$ cat src/rtl/cpu_datapath_if.sv
// Control, memory and debug bundle between control_unit/memory (master) and the datapath (slave).
// Pure wiring, no state; no backpressure, every signal is sampled every cycle.
interface cpu_datapath_if;
  logic        pc_we;
  logic        pc_sel;
  logic        pc_jmp_sel;
  logic [3:0]  pc_offset;
  logic        addr_sel;
  logic [3:0]  addr_offset;
  logic        mem_sel;
  logic        mem_we;
  logic [2:0]  alu_opcode;
  logic        alu_sel_a;
  logic        alu_sel_b;
  logic        alu_we;
  logic        zf_we;
  logic        ir_we;
  logic        a_sel;
  logic        a_we;
  logic        b_sel;
  logic        b_we;
  logic        halt;
  logic [7:0]  mem_addr;
  logic [7:0]  mem_wdata;
  logic        mem_wen;
  logic [7:0]  mem_rdata;
  logic [7:0]  instr;
  logic        zf;
  logic        halted;
  logic [7:0]  pc_out;
  logic [7:0]  a_out;
  logic [7:0]  b_out;
  logic [15:0] retired;

  modport master (
    output pc_we, pc_sel, pc_jmp_sel, pc_offset, addr_sel, addr_offset,
           mem_sel, mem_we, alu_opcode, alu_sel_a, alu_sel_b, alu_we, zf_we,
           ir_we, a_sel, a_we, b_sel, b_we, halt, mem_rdata,
    input  mem_addr, mem_wdata, mem_wen, instr, zf, halted,
           pc_out, a_out, b_out, retired
  );

  modport slave (
    input  pc_we, pc_sel, pc_jmp_sel, pc_offset, addr_sel, addr_offset,
           mem_sel, mem_we, alu_opcode, alu_sel_a, alu_sel_b, alu_we, zf_we,
           ir_we, a_sel, a_we, b_sel, b_we, halt, mem_rdata,
    output mem_addr, mem_wdata, mem_wen, instr, zf, halted,
           pc_out, a_out, b_out, retired
  );
endinterface

$ cat src/rtl/cpu_datapath.sv
// 8-bit CPU register/ALU datapath; registers update one edge after the control request.
// No backpressure: controls are obeyed every cycle until halted, then everything freezes until reset.
module cpu_datapath #(
  parameter logic [7:0] PC_RESET = 8'h00
) (
  input  logic          clk,
  input  logic          reset_n,
  cpu_datapath_if.slave bus
);

  logic [7:0]  pc, ir, a, b, alu_out, mdr;
  logic        zf_q, halted_q;
  logic [15:0] retired_q;

  logic [7:0]  alu_x, alu_y, alu_res, pc_next, pc_rel;

  assign alu_x = bus.alu_sel_a ? b : a;
  assign alu_y = bus.alu_sel_b ? a : b;

  always_comb begin
    alu_res = 8'h00;
    case (bus.alu_opcode)
      3'b000:  alu_res = alu_x + alu_y;
      3'b001:  alu_res = alu_x & alu_y;
      3'b010:  alu_res = ~alu_x;
      3'b011:  alu_res = alu_x - alu_y;
      3'b100:  alu_res = alu_x;
      default: alu_res = 8'h00;
    endcase
  end

  assign pc_rel = pc + {{4{bus.pc_offset[3]}}, bus.pc_offset};

  always_comb begin
    pc_next = pc + 8'd1;
    if (bus.pc_sel) begin
      pc_next = bus.pc_jmp_sel ? {4'h0, bus.pc_offset} : pc_rel;
    end
  end

  assign bus.mem_addr  = bus.addr_sel ? {4'h0, bus.addr_offset} : pc;
  assign bus.mem_wdata = bus.mem_sel ? b : a;
  assign bus.mem_wen   = bus.mem_we & ~halted_q;
  assign bus.instr     = ir;
  assign bus.zf        = zf_q;
  assign bus.halted    = halted_q;
  assign bus.pc_out    = pc;
  assign bus.a_out     = a;
  assign bus.b_out     = b;
  assign bus.retired   = retired_q;

  // All sources are pre-edge values, so A/B swaps and ALU_OUT read-while-write behave as old-value reads.
  always_ff @(posedge clk or negedge reset_n) begin
    if (!reset_n) begin
      pc        <= PC_RESET;
      ir        <= 8'h00;
      a         <= 8'h00;
      b         <= 8'h00;
      alu_out   <= 8'h00;
      mdr       <= 8'h00;
      zf_q      <= 1'b0;
      halted_q  <= 1'b0;
      retired_q <= 16'h0000;
    end else if (!halted_q) begin
      mdr <= bus.mem_rdata;
      if (bus.pc_we)  pc      <= pc_next;
      if (bus.alu_we) alu_out <= alu_res;
      if (bus.zf_we)  zf_q    <= (alu_res == 8'h00);
      if (bus.a_we)   a       <= bus.a_sel ? alu_out : mdr;
      if (bus.b_we)   b       <= bus.b_sel ? alu_out : mdr;
      if (bus.ir_we) begin
        ir <= bus.mem_rdata;
        if (retired_q != 16'hFFFF) retired_q <= retired_q + 16'd1;
      end
      if (bus.halt)   halted_q <= 1'b1;
    end
  end

endmodule
$ cat src/flat_wrapper.sv
// flat-port wrapper written by rule: the top's interface ports become plain ports
module cpu_datapath_flat 
#(
  parameter logic [7:0] PC_RESET = 8'h00
)
  (clk, reset_n, bus_pc_we, bus_pc_sel, bus_pc_jmp_sel, bus_pc_offset, bus_addr_sel, bus_addr_offset, bus_mem_sel, bus_mem_we, bus_alu_opcode, bus_alu_sel_a, bus_alu_sel_b, bus_alu_we, bus_zf_we, bus_ir_we, bus_a_sel, bus_a_we, bus_b_sel, bus_b_we, bus_halt, bus_mem_rdata, bus_mem_addr, bus_mem_wdata, bus_mem_wen, bus_instr, bus_zf, bus_halted, bus_pc_out, bus_a_out, bus_b_out, bus_retired);
  cpu_datapath_if bus_i ();
  input  logic clk;
  input  logic reset_n;
  input wire logic [$bits(bus_i.pc_we)-1:0] bus_pc_we;
  input wire logic [$bits(bus_i.pc_sel)-1:0] bus_pc_sel;
  input wire logic [$bits(bus_i.pc_jmp_sel)-1:0] bus_pc_jmp_sel;
  input wire logic [$bits(bus_i.pc_offset)-1:0] bus_pc_offset;
  input wire logic [$bits(bus_i.addr_sel)-1:0] bus_addr_sel;
  input wire logic [$bits(bus_i.addr_offset)-1:0] bus_addr_offset;
  input wire logic [$bits(bus_i.mem_sel)-1:0] bus_mem_sel;
  input wire logic [$bits(bus_i.mem_we)-1:0] bus_mem_we;
  input wire logic [$bits(bus_i.alu_opcode)-1:0] bus_alu_opcode;
  input wire logic [$bits(bus_i.alu_sel_a)-1:0] bus_alu_sel_a;
  input wire logic [$bits(bus_i.alu_sel_b)-1:0] bus_alu_sel_b;
  input wire logic [$bits(bus_i.alu_we)-1:0] bus_alu_we;
  input wire logic [$bits(bus_i.zf_we)-1:0] bus_zf_we;
  input wire logic [$bits(bus_i.ir_we)-1:0] bus_ir_we;
  input wire logic [$bits(bus_i.a_sel)-1:0] bus_a_sel;
  input wire logic [$bits(bus_i.a_we)-1:0] bus_a_we;
  input wire logic [$bits(bus_i.b_sel)-1:0] bus_b_sel;
  input wire logic [$bits(bus_i.b_we)-1:0] bus_b_we;
  input wire logic [$bits(bus_i.halt)-1:0] bus_halt;
  input wire logic [$bits(bus_i.mem_rdata)-1:0] bus_mem_rdata;
  output wire logic [$bits(bus_i.mem_addr)-1:0] bus_mem_addr;
  output wire logic [$bits(bus_i.mem_wdata)-1:0] bus_mem_wdata;
  output wire logic [$bits(bus_i.mem_wen)-1:0] bus_mem_wen;
  output wire logic [$bits(bus_i.instr)-1:0] bus_instr;
  output wire logic [$bits(bus_i.zf)-1:0] bus_zf;
  output wire logic [$bits(bus_i.halted)-1:0] bus_halted;
  output wire logic [$bits(bus_i.pc_out)-1:0] bus_pc_out;
  output wire logic [$bits(bus_i.a_out)-1:0] bus_a_out;
  output wire logic [$bits(bus_i.b_out)-1:0] bus_b_out;
  output wire logic [$bits(bus_i.retired)-1:0] bus_retired;
  assign bus_i.pc_we = bus_pc_we;
  assign bus_i.pc_sel = bus_pc_sel;
  assign bus_i.pc_jmp_sel = bus_pc_jmp_sel;
  assign bus_i.pc_offset = bus_pc_offset;
  assign bus_i.addr_sel = bus_addr_sel;
  assign bus_i.addr_offset = bus_addr_offset;
  assign bus_i.mem_sel = bus_mem_sel;
  assign bus_i.mem_we = bus_mem_we;
  assign bus_i.alu_opcode = bus_alu_opcode;
  assign bus_i.alu_sel_a = bus_alu_sel_a;
  assign bus_i.alu_sel_b = bus_alu_sel_b;
  assign bus_i.alu_we = bus_alu_we;
  assign bus_i.zf_we = bus_zf_we;
  assign bus_i.ir_we = bus_ir_we;
  assign bus_i.a_sel = bus_a_sel;
  assign bus_i.a_we = bus_a_we;
  assign bus_i.b_sel = bus_b_sel;
  assign bus_i.b_we = bus_b_we;
  assign bus_i.halt = bus_halt;
  assign bus_i.mem_rdata = bus_mem_rdata;
  assign bus_mem_addr = bus_i.mem_addr;
  assign bus_mem_wdata = bus_i.mem_wdata;
  assign bus_mem_wen = bus_i.mem_wen;
  assign bus_instr = bus_i.instr;
  assign bus_zf = bus_i.zf;
  assign bus_halted = bus_i.halted;
  assign bus_pc_out = bus_i.pc_out;
  assign bus_a_out = bus_i.a_out;
  assign bus_b_out = bus_i.b_out;
  assign bus_retired = bus_i.retired;
  cpu_datapath #(.PC_RESET(PC_RESET)) u_core (.clk(clk), .reset_n(reset_n), .bus(bus_i));
endmodule
$ cat config.mk
export PLATFORM = sky130hd
export DESIGN_NAME = cpu_datapath_flat
export DESIGN_NICKNAME = d
export VERILOG_FILES = /design/src/rtl/cpu_datapath_if.sv /design/src/rtl/cpu_datapath.sv /design/src/flat_wrapper.sv
export SDC_FILE = /design/constraint.sdc
export NUM_CORES = 1
export LEC_CHECK = 0
export BUFFER_PORTS_ARGS = -buffer_cell sky130_fd_sc_hd__buf_2
export CORE_ASPECT_RATIO = 1.4
export CORE_MARGIN = 1.5
export CORE_UTILIZATION = 30
export CTS_CLUSTER_DIAMETER = 60
export DETAILED_ROUTE_END_ITERATION = 10
export GPL_ROUTABILITY_DRIVEN = 1
export HOLD_SLACK_MARGIN = 0.06
export SLEW_MARGIN = 20
export SYNTH_ARGS = -nofsm -noshare
export SYNTH_HDL_FRONTEND = slang
export SYNTH_SLANG_ARGS = --single-unit
export TNS_END_PERCENT = 20
$ cat constraint.sdc
create_clock -name clk -period 4.03 [get_ports clk]
set_input_delay 0.2015 -clock clk [delete_from_list [all_inputs] [get_ports clk]]
set_output_delay 0.2015 -clock clk [all_outputs]
set_load 0.01 [all_outputs]
==> reports/results.ini, run 1 <==
[logic_synthesis]
netlist_area_mm2=0.00466
ys_seq_area_frac=0.355
synthCells=500
synthArstFlopShare=1.00
synth-edff-count=0
syn-num-nets=557
synthFlopType=dfrtp_1
ys_types=67
synth_seq_cells=66
yosysWarnings=0
avgSynthCellArea_um2=9.31

[layout]
multi_input_area_mm2=0.00280
area_growth_pct=19.8
utilization=0.369
seq_area_mm2=0.00165
layout-drive-gt1-share=0.279
fin_cells=784
final_area_mm2=0.00558
fillers=1538
diodes=0
fin_nets=644

[clock_tree]
cts_setup_buffers=0
cts.clk_slew.worst_paths_ps=60
cts_buffers=9
root_buffer=clkbuf_16
cts.sinks=66
clk_path_buf_depth=2
tritoncts=yes
worstSkewPairLatency_ps=330
htree_levels=3

[worst_setup_path]
slowest_stage=dfrtp_1
critPathRequiredTime_ps=4240
crit_fanout=9
cpMostUsedCell=ha_1
reg2reg_depth=11
critical_path.startpoint_type=flip-flop
r2r-end=u_core.bus.zf
critPathArrivalTime_ps=3370
crit_path_end_kind=flip-flop
crit_path_cell_trace=mux2i_1, ha_1, o21ai_0, ha_1, nand2b_1, a21oi_1, o41a_1, xor2_1, o221ai_2, o211ai_1, o41ai_2
r2r-start=u_core.bus.a_out[1]
crit_path_max_incr_delay_ps=510
worst-setup-path-type=flip-flop to flip-flop
r2r_slack_ps=870

[hold_path]
hold_depth=2
hold_path_class=input pin to flip-flop
hp-start=bus_mem_rdata[7]
min_to=u_core.bus.instr[7]

[global_route]
overflow=0
grt_max_degree=52
antenna_found_initial=0
track_usage=0.165
grt_pass1_vias=4114
grt_first_pass_wirelength_um=21000

[outcome]
status=finished clean

[drt]
firstDrtPassIters=4
drtIter0Drc=170
routed.top_layer=met4
met2_wirelength_um=6930
wire_per_inst_um=16.6
drt_wl_total_um=13000
dr_wl_met3_um=613
ant_nets=0
met1_length_um=5240
drc=0
vias=4095
routed_via_density=5.22

[timing]
relSlewSlack=0.416
slew_viol_final=0
finalSetupTns_ps=0
setup_viol_count_final=0
fin_crit_ps=3160
worst_slew_pin_slew_ps=874
fmax_mhz=316
hold_violations=0
finalCritPeriodShare=0.784
finalClockSkew_ps=6.22
rsz0062_at_grt=false

[floorplan]
die-area_mm2=0.0163
core_area_mm2=0.0151
die_x_um=108
rows=53
start_util=0.308
io_pins=104
die_y_um=150

[power]
p_per_area_mw_per_mm2=390
ir_worst_vdd_mv=0.215
power_leakage_nw=2.63

[placement]
dp_cells=766
gp_congestion=0.930
dpl-instance-area_mm2=0.00526
hpwl_um=9930
portBuffers=103

[job]
cap_violations=0

==> final cells by class <==
class,instances,area share
multi-input combinational,394,0.502
sequential,66,0.296
timing repair buffer,108,0.100
clock buffer,12,0.0442
tap,192,0.0431
clock inverter,4,0.00920
inverter,8,0.00538
==> worst max-delay path, delay by kind of cell (launching register included) <==
kind                       cells  cell delay (ps)
adders and majority gates      2              610
DFF                            1              510
and+or+nand+nor                1               90
xor gates and xnor gates       1              190
AOI/OAI and AO/OA              6             1480
muxes                          1              160
==> cell families after synthesis <==
kind of cell / synth area share
flops: 0.355
fa+ha+maj: 0.0570
compound gates: 0.153
xor+xnor: 0.0583
buf+inv: 0.0438
mux: 0.161
simple gates: 0.172
==> metrics by stage <==
stage	power, mW	hold WS, ps	worst slack [ps]
floorplan	1.22	-94.1	889
global placement	1.39	134	797
detailed placement	1.40	139	685
CTS	2.20	108	862
global route	2.30	116	603
finish	2.18	118	869
==> power by group <==
part / internal (mW) / switching, mW
clock network: 0.496 / 0.280
logic: 0.274 / 0.325
registers: 0.720 / 0.0798
total: 1.49 / 0.685
==> what timing repair did <==
action | 4_1_cts | 5_1_grt
endpoints found under the setup margin | 0 | 0
hold buffers | 2 | 0
resized for setup | 0 | 0
hold endpoints to repair | 16 | 0
==> placed cells by master (no fill, tap or decap), drive strengths merged, types with 8 or more instances in the layout <==
cell,instances
buf,106
nor3,14
a21oi,21
nand2b,14
nand2,55
ha,18
mux2,37
clkbuf,12
nor2,31
xnor2,17
o21ai,43
xor2,14
dfrtp,66
inv,8
nand3,12
nor2b,12
mux2i,33
==> flip-flops by register name, summed over array words and instances, names as in the netlist <==
register            flops
u_core.bus.instr        8
u_core.bus.zf           1
u_core.alu_out          8
u_core.mdr              8
u_core.bus.retired     16
u_core.bus.pc_out       8
u_core.bus.a_out        8
u_core.bus.halted       1
u_core.bus.b_out        8
==> cells in the mapped netlist, drive strengths merged (4+ instances only) <==
cell type | instances | area [um2]
and3 | 4 | 25.0
nand2 | 55 | 206
nor3 | 14 | 75.1
ha | 18 | 225
xor2 | 14 | 123
nor2b | 12 | 75.1
inv | 8 | 30.0
mux2i | 33 | 334
a21o | 5 | 37.5
nand2b | 14 | 87.6
xnor2 | 17 | 149
clkbuf | 23 | 90.1
a31oi | 5 | 31.3
a21oi | 21 | 116
mux2 | 37 | 417
buf | 9 | 83.8
nor2 | 31 | 116
nand3 | 12 | 60.1
dfrtp | 66 | 1650
o22ai | 6 | 37.5
o21ai | 43 | 215
==> how the worst max path moves through the flow <==
stage                                    to  cells past startpoint                start
after global placement    u_core.alu_out[7]                     12        bus_alu_sel_b
after floorplan           u_core.alu_out[7]                     13        bus_alu_sel_b
after CTS                     u_core.bus.zf                     11  u_core.bus.a_out[1]
final                         u_core.bus.zf                     11  u_core.bus.a_out[1]
after detailed placement      u_core.bus.zf                     12        bus_alu_sel_b
after global routing          u_core.bus.zf                     12  u_core.bus.a_out[1]
==> per-layer routing <==
layer / global-route usage / up-vias
li1: - / 1963
met4: 0.0553 / 0
met2: 0.307 / 139
met3: 0.0273 / 16
met5: 0 / -
met1: 0.189 / 1977
Power figures use the tool's default switching activity.
==> run 2, diff against run 1 <==
Clock period 4.03 ns to 3 ns, I/O delays scaled along.
==> reports/results.ini, run 2 (synthesized netlist as in run 1, its figures left out) <==
[layout]
final_cell_mix=buf_2, dfrtp_1, nand2_1, o21ai_0  ; was buf_2, dfrtp_1, nand2_1, o21ai_0, mux2_2
mostFrequentLayoutCell=buf_2  ; unchanged
largest_reg_flops=16  ; unchanged
diodes=0  ; unchanged
final_area_mm2=0.00589  ; was 0.00558 mm2
fin_nets=678  ; was 644
area_growth_pct=26.4  ; was 19.8%
layout-drive-gt1-share=0.337  ; was 0.279

[timing]
worst_slew_pin_slew_ps=872  ; was 874 ps
relSlewSlack=0.418  ; was 0.416
finalSetupTns_ps=0  ; unchanged
finalClockSkew_ps=7.80  ; was 6.22 ps
rsz0062_at_grt=true  ; was false
finalCritPeriodShare=0.997  ; was 0.784
fin_crit_ps=2990  ; was 3160 ps
hold_violations=0  ; unchanged
fmax_mhz=334  ; was 316 MHz
slew_viol_final=0  ; unchanged
setup_viol_count_final=0  ; unchanged

[clock_tree]
cts.sinks=66  ; unchanged
worstSkewPairLatency_ps=320  ; was 330 ps
root_buffer=clkbuf_16  ; unchanged
clk_path_buf_depth=2  ; unchanged
cts_buffers=9  ; unchanged
htree_levels=3  ; unchanged
tritoncts=yes  ; unchanged
cts.clk_slew.worst_paths_ps=60  ; about the same

[floorplan]
die_y_um=150  ; unchanged
io_pins=104  ; unchanged
core_area_mm2=0.0151  ; unchanged
rows=53  ; unchanged
die-area_mm2=0.0163  ; unchanged
die_x_um=108  ; unchanged
start_util=0.308  ; unchanged

[drt]
vias=4245  ; was 4095
routed_via_density=5.20  ; was 5.22
drtIter0Drc=123  ; was 170
ant_nets=0  ; unchanged
wire_per_inst_um=16.7  ; was 16.6 um
drt_wl_total_um=13600  ; was 13000 um
drc=0  ; unchanged
firstDrtPassIters=4  ; unchanged

[worst_setup_path]
r2r-end=u_core.alu_out[7]  ; was u_core.bus.zf
critical_path.startpoint_type=flip-flop  ; unchanged
worst-setup-path-type=flip-flop to flip-flop  ; unchanged
r2r_slack_ps=9  ; was 870 ps
crit_fanout=4  ; was 9
critPathRequiredTime_ps=3210  ; was 4240 ps
crit_path_end_kind=flip-flop  ; unchanged
reg2reg_depth=12  ; was 11
r2r-start=u_core.bus.a_out[1]  ; unchanged
critPathArrivalTime_ps=3200  ; was 3370 ps

[power]
switching_share=0.311  ; was 0.315
ir_worst_vdd_mv=0.247  ; was 0.215 mV
pwr-share-clk=0.343  ; was 0.357
p_int_mw=2.08  ; was 1.49 mW
p_per_area_mw_per_mm2=512  ; was 390 mW/mm2
seqPwrFrac=0.351  ; was 0.368
pwr-share-comb=0.306  ; was 0.276
power_leakage_nw=2.80  ; was 2.63 nW
power.switching_mw=0.937  ; was 0.685 mW

[hold_path]
min_to=u_core.mdr[3]  ; was u_core.bus.instr[7]
hold_path_class=input pin to flip-flop  ; unchanged
hp-start=bus_mem_rdata[3]  ; was bus_mem_rdata[7]
hold_depth=2  ; unchanged

[global_route]
track_usage=0.172  ; was 0.165
grt_pass1_vias=4397  ; was 4114
antenna_found_initial=0  ; unchanged
grt_first_pass_wirelength_um=21700  ; was 21000 um
overflow=0  ; unchanged
grt_max_degree=67  ; was 52

[placement]
portBuffers=103  ; unchanged
gp_congestion=0.971  ; was 0.930
dpl-instance-area_mm2=0.00546  ; was 0.00526 mm2
hpwl_um=10400  ; was 9930 um

[outcome]
status=finished clean  ; unchanged

[job]
cap_violations=0  ; unchanged

==> run 2: per-layer routing <==
layer	track usage	up-vias	share of wire	routed length [um]
met4	0.0783	0	0.020	269
met2	0.313	132	0.54	7310
met1	0.190	2051	0.39	5360
met3	0.0342	23	0.050	684
li1	-	2039	-	-
met5	0	-	0	0
==> run 2: final cells by class <==
cell class / count / area (um2)
clock inverters: 3 / 40.0
fillers: 1544 / 9230
repair buffers: 142 / 818
clock buffers: 11 / 253
inverters: 8 / 30.0
flip-flops and latches: 66 / 1650
well taps: 192 / 240
multi-input cells: 394 / 2850
==> run 2: repair_timing <==
action,CTS,global route
hold buffers,4,0
endpoints found under the setup margin,1,4
resized for setup,2,12
hold endpoints to repair,27,0
setup buffers,3,3
pin swaps,1,8
==> run 2: worst max-delay path by stage <==
stage / from / to / slack (ps)
2_1_floorplan: u_core.bus.a_out[1] / u_core.alu_out[7] / 8
3_3_place_gp: u_core.bus.b_out[2] / u_core.bus.zf / 30
3_5_place_dp: u_core.bus.a_out[1] / u_core.alu_out[7] / -10
4_1_cts: u_core.bus.a_out[1] / u_core.alu_out[7] / 8
5_1_grt: u_core.bus.a_out[0] / u_core.alu_out[7] / -140
6_report: u_core.bus.a_out[1] / u_core.alu_out[7] / 9
==> run 2: metrics by stage <==
step | worst slack (ps) | hold WS (ps) | power (mW) | utilization | cells
floorplan | 7.92 | -146 | 1.63 | - | 500
global placement | 29.8 | 342 | 1.92 | 0.361 | 792
detailed placement | -11.6 | 345 | 1.94 | 0.361 | 792
CTS | 7.50 | 61.0 | 3.02 | 0.384 | 813
global route | -137 | 70.7 | 3.20 | 0.389 | 816
finish | 9.03 | 79.9 | 3.01 | 0.389 | 816
==> run 2: worst max-delay path: stages (launching register included) <==
cell and delay [ps]:
dfrtp_1 400, mux2i_2 200, ha_2 240, nor2_1 60
xor2_1 160, ha_1 370, o21ai_2 150, a21oi_2 60
o41a_1 390, xor2_1 200, o221ai_2 180, o211ai_1 160
mux2_4 300
==> run 2: power by group through the flow <==
stage               clock [mW]  combinational [mW]  sequential (mW)
floorplan                    0               0.565             1.07
global placement             0               0.853             1.07
detailed placement           0               0.869             1.07
CTS                       1.07               0.887             1.06
global route              1.11                1.02             1.07
finish                    1.03               0.923             1.06
==> run 3, diff against run 2 <==
Settings changed: ABC_AREA from default to 0, REMOVE_ABC_BUFFERS from default to 1, TNS_END_PERCENT 20 to default.
==> reports/results.ini, run 3 (synthesized netlist as in run 1, its figures left out) <==
[outcome]
status=finished, violations left  ; was finished clean
violations=negative setup slack

[worst_setup_path]
worst-setup-path-type=flip-flop to flip-flop  ; unchanged
crit_path_max_incr_delay_ps=450  ; was 400 ps
crit_path_end_kind=flip-flop  ; unchanged
slowest_stage=dfrtp_2  ; was dfrtp_1
critPathArrivalTime_ps=3210  ; was 3200 ps
cpMostUsedCell=ha_2  ; was xor2_1
crit_path_cell_trace=mux2i_2, ha_2, buf_4, a21oi_1, xor2_1, ha_2, or2_1, o41a_1, xor2_2, o221ai_2, o211ai_1, mux2_4  ; was mux2i_2, ha_2, nor2_1, xor2_1, ha_1, o21ai_2, a21oi_2, o41a_1, xor2_1, o221ai_2, o211ai_1, mux2_4
critical_path.startpoint_type=flip-flop  ; unchanged
critPathRequiredTime_ps=3210  ; about the same
crit_fanout=4  ; unchanged

[power]
p_per_area_mw_per_mm2=520  ; was 512 mW/mm2
power_leakage_nw=2.85  ; was 2.80 nW
ir_worst_vdd_mv=0.230  ; was 0.247 mV

[layout]
multi_input_area_mm2=0.00289  ; was 0.00285 mm2
fin_cells=824  ; was 816
seq_area_mm2=0.00165  ; about the same
fin_nets=684  ; was 678
fillers=1520  ; was 1544
diodes=0  ; unchanged
area_growth_pct=28.5  ; was 26.4%
layout-drive-gt1-share=0.356  ; was 0.337
mostFrequentLayoutCell=buf_2  ; unchanged
final_area_mm2=0.00598  ; was 0.00589 mm2
largest_reg_flops=16  ; unchanged
final_cell_mix=buf_2, dfrtp_1, nand2_1, buf_4, o21ai_0  ; was buf_2, dfrtp_1, nand2_1, o21ai_0

[timing]
finalClockSkew_ps=8.27  ; was 7.80 ps
rsz0062_at_grt=true  ; unchanged
hold_violations=0  ; unchanged
fin_crit_ps=3010  ; was 2990 ps
setup_viol_count_final=1  ; was 0
fin_ws_ps=-5.17  ; was 9.03 ps
relSlewSlack=0.359  ; was 0.418
fmax_mhz=333  ; was 334 MHz
slew_viol_final=0  ; unchanged
worst_slew_pin_slew_ps=960  ; was 872 ps
finalCritPeriodShare=1.00  ; was 0.997

[floorplan]
die-area_mm2=0.0163  ; unchanged
start_util=0.308  ; unchanged
die_x_um=108  ; unchanged
rows=53  ; unchanged
core_area_mm2=0.0151  ; unchanged
io_pins=104  ; unchanged
die_y_um=150  ; unchanged

[placement]
gp_congestion=0.931  ; was 0.971
dpl-instance-area_mm2=0.00547  ; was 0.00546 mm2
hpwl_um=10400  ; about the same
portBuffers=103  ; unchanged
pre_cts_ws_ps=-14.6  ; was -11.6 ps
dp_cells=794  ; was 792

[hold_path]
hold_path_class=input pin to flip-flop  ; unchanged

[global_route]
grt_max_degree=67  ; unchanged
antenna_found_initial=0  ; unchanged
track_usage=0.172  ; about the same
grt_pass1_vias=4266  ; was 4397
grt_first_pass_wirelength_um=21600  ; was 21700 um
overflow=0  ; unchanged

[drt]
firstDrtPassIters=4  ; unchanged
ant_nets=0  ; unchanged
drtIter0Drc=170  ; was 123
drc=0  ; unchanged
routed_via_density=5.10  ; was 5.20
drt_wl_total_um=13500  ; was 13600 um
vias=4205  ; was 4245
wire_per_inst_um=16.4  ; was 16.7 um

[clock_tree]
root_buffer=clkbuf_16  ; unchanged
htree_levels=3  ; unchanged
cts.sinks=66  ; unchanged
worstSkewPairLatency_ps=330  ; was 320 ps
cts_buffers=9  ; unchanged
clk_path_buf_depth=2  ; unchanged
cts.clk_slew.worst_paths_ps=60  ; about the same
tritoncts=yes  ; unchanged

[job]
cap_violations=0  ; unchanged

==> run 3: repair_timing <==
item	in CTS	in global routing
hold buffers	3	0
hold endpoints to repair	38	0
setup endpoints to repair	3	4
resized for setup	2	22
setup buffers	3	8
pin swaps	1	17
==> run 3: per-stage QoR <==
stage	hold WS, ps	util	power [mW]	TNS, ps
finish	73.8	0.396	3.11	-5.17
global route	75.1	0.396	3.30	-330
CTS	63.5	0.386	3.07	0
detailed placement	342	0.362	1.94	-16.2
global placement	342	0.362	1.92	0
floorplan	-146	-	1.59	0
==> run 3: power breakdown <==
part / leakage (nW) / internal (mW) / total, mW / switching, mW
Combinational: 1.85 / 0.478 / 0.969 / 0.491
Sequential: 0.844 / 0.967 / 1.06 / 0.0883
Clock: 0.150 / 0.674 / 1.09 / 0.411
Total: 2.85 / 2.12 / 3.11 / 0.990
==> run 3: layer usage <==
metal	vias up	track usage	part of all wire
li1	2031	-	-
met1	2027	0.190	0.40
met2	118	0.323	0.54
met3	29	0.0242	0.037
met4	0	0.0750	0.029
met5	-	0	0
==> run 3: layout make-up <==
| type | count | share of cell area |
|---|---|---|
| clock inverter | 6 | 0.0121 |
| inverter | 8 | 0.00502 |
| clock buffer | 10 | 0.0399 |
| multi-input combinational | 394 | 0.483 |
| tap | 192 | 0.0401 |
| sequential | 66 | 0.276 |
| timing repair buffer | 148 | 0.144 |
==> run 3: worst max-delay path: cells and delay by family (launching register included) <==
family / cells / cell delay, ps
muxes: 2 / 510
AOI/OAI and AO/OA: 4 / 790
and+or+nand+nor: 1 / 220
buffers and inverters: 1 / 120
adders and majority gates: 2 / 460
DFF: 1 / 450
xor gates and xnor gates: 2 / 320
==> run 3: path summary, 6_finish.rpt <==
path                                        from                     to  slack, ps  cells past startpoint
setup / recovery             u_core.bus.a_out[0]      u_core.alu_out[7]         -5                     12
setup reg to reg             u_core.bus.a_out[0]      u_core.alu_out[7]         -5                     12
min in group asynchronous                reset_n  u_core.bus.retired[7]        560                      3
hold / removal                  bus_mem_rdata[7]          u_core.mdr[7]         70                      2
hold reg to reg            u_core.bus.retired[9]  u_core.bus.retired[9]        490                      1
max in group asynchronous                reset_n    u_core.bus.a_out[0]       1840                      3
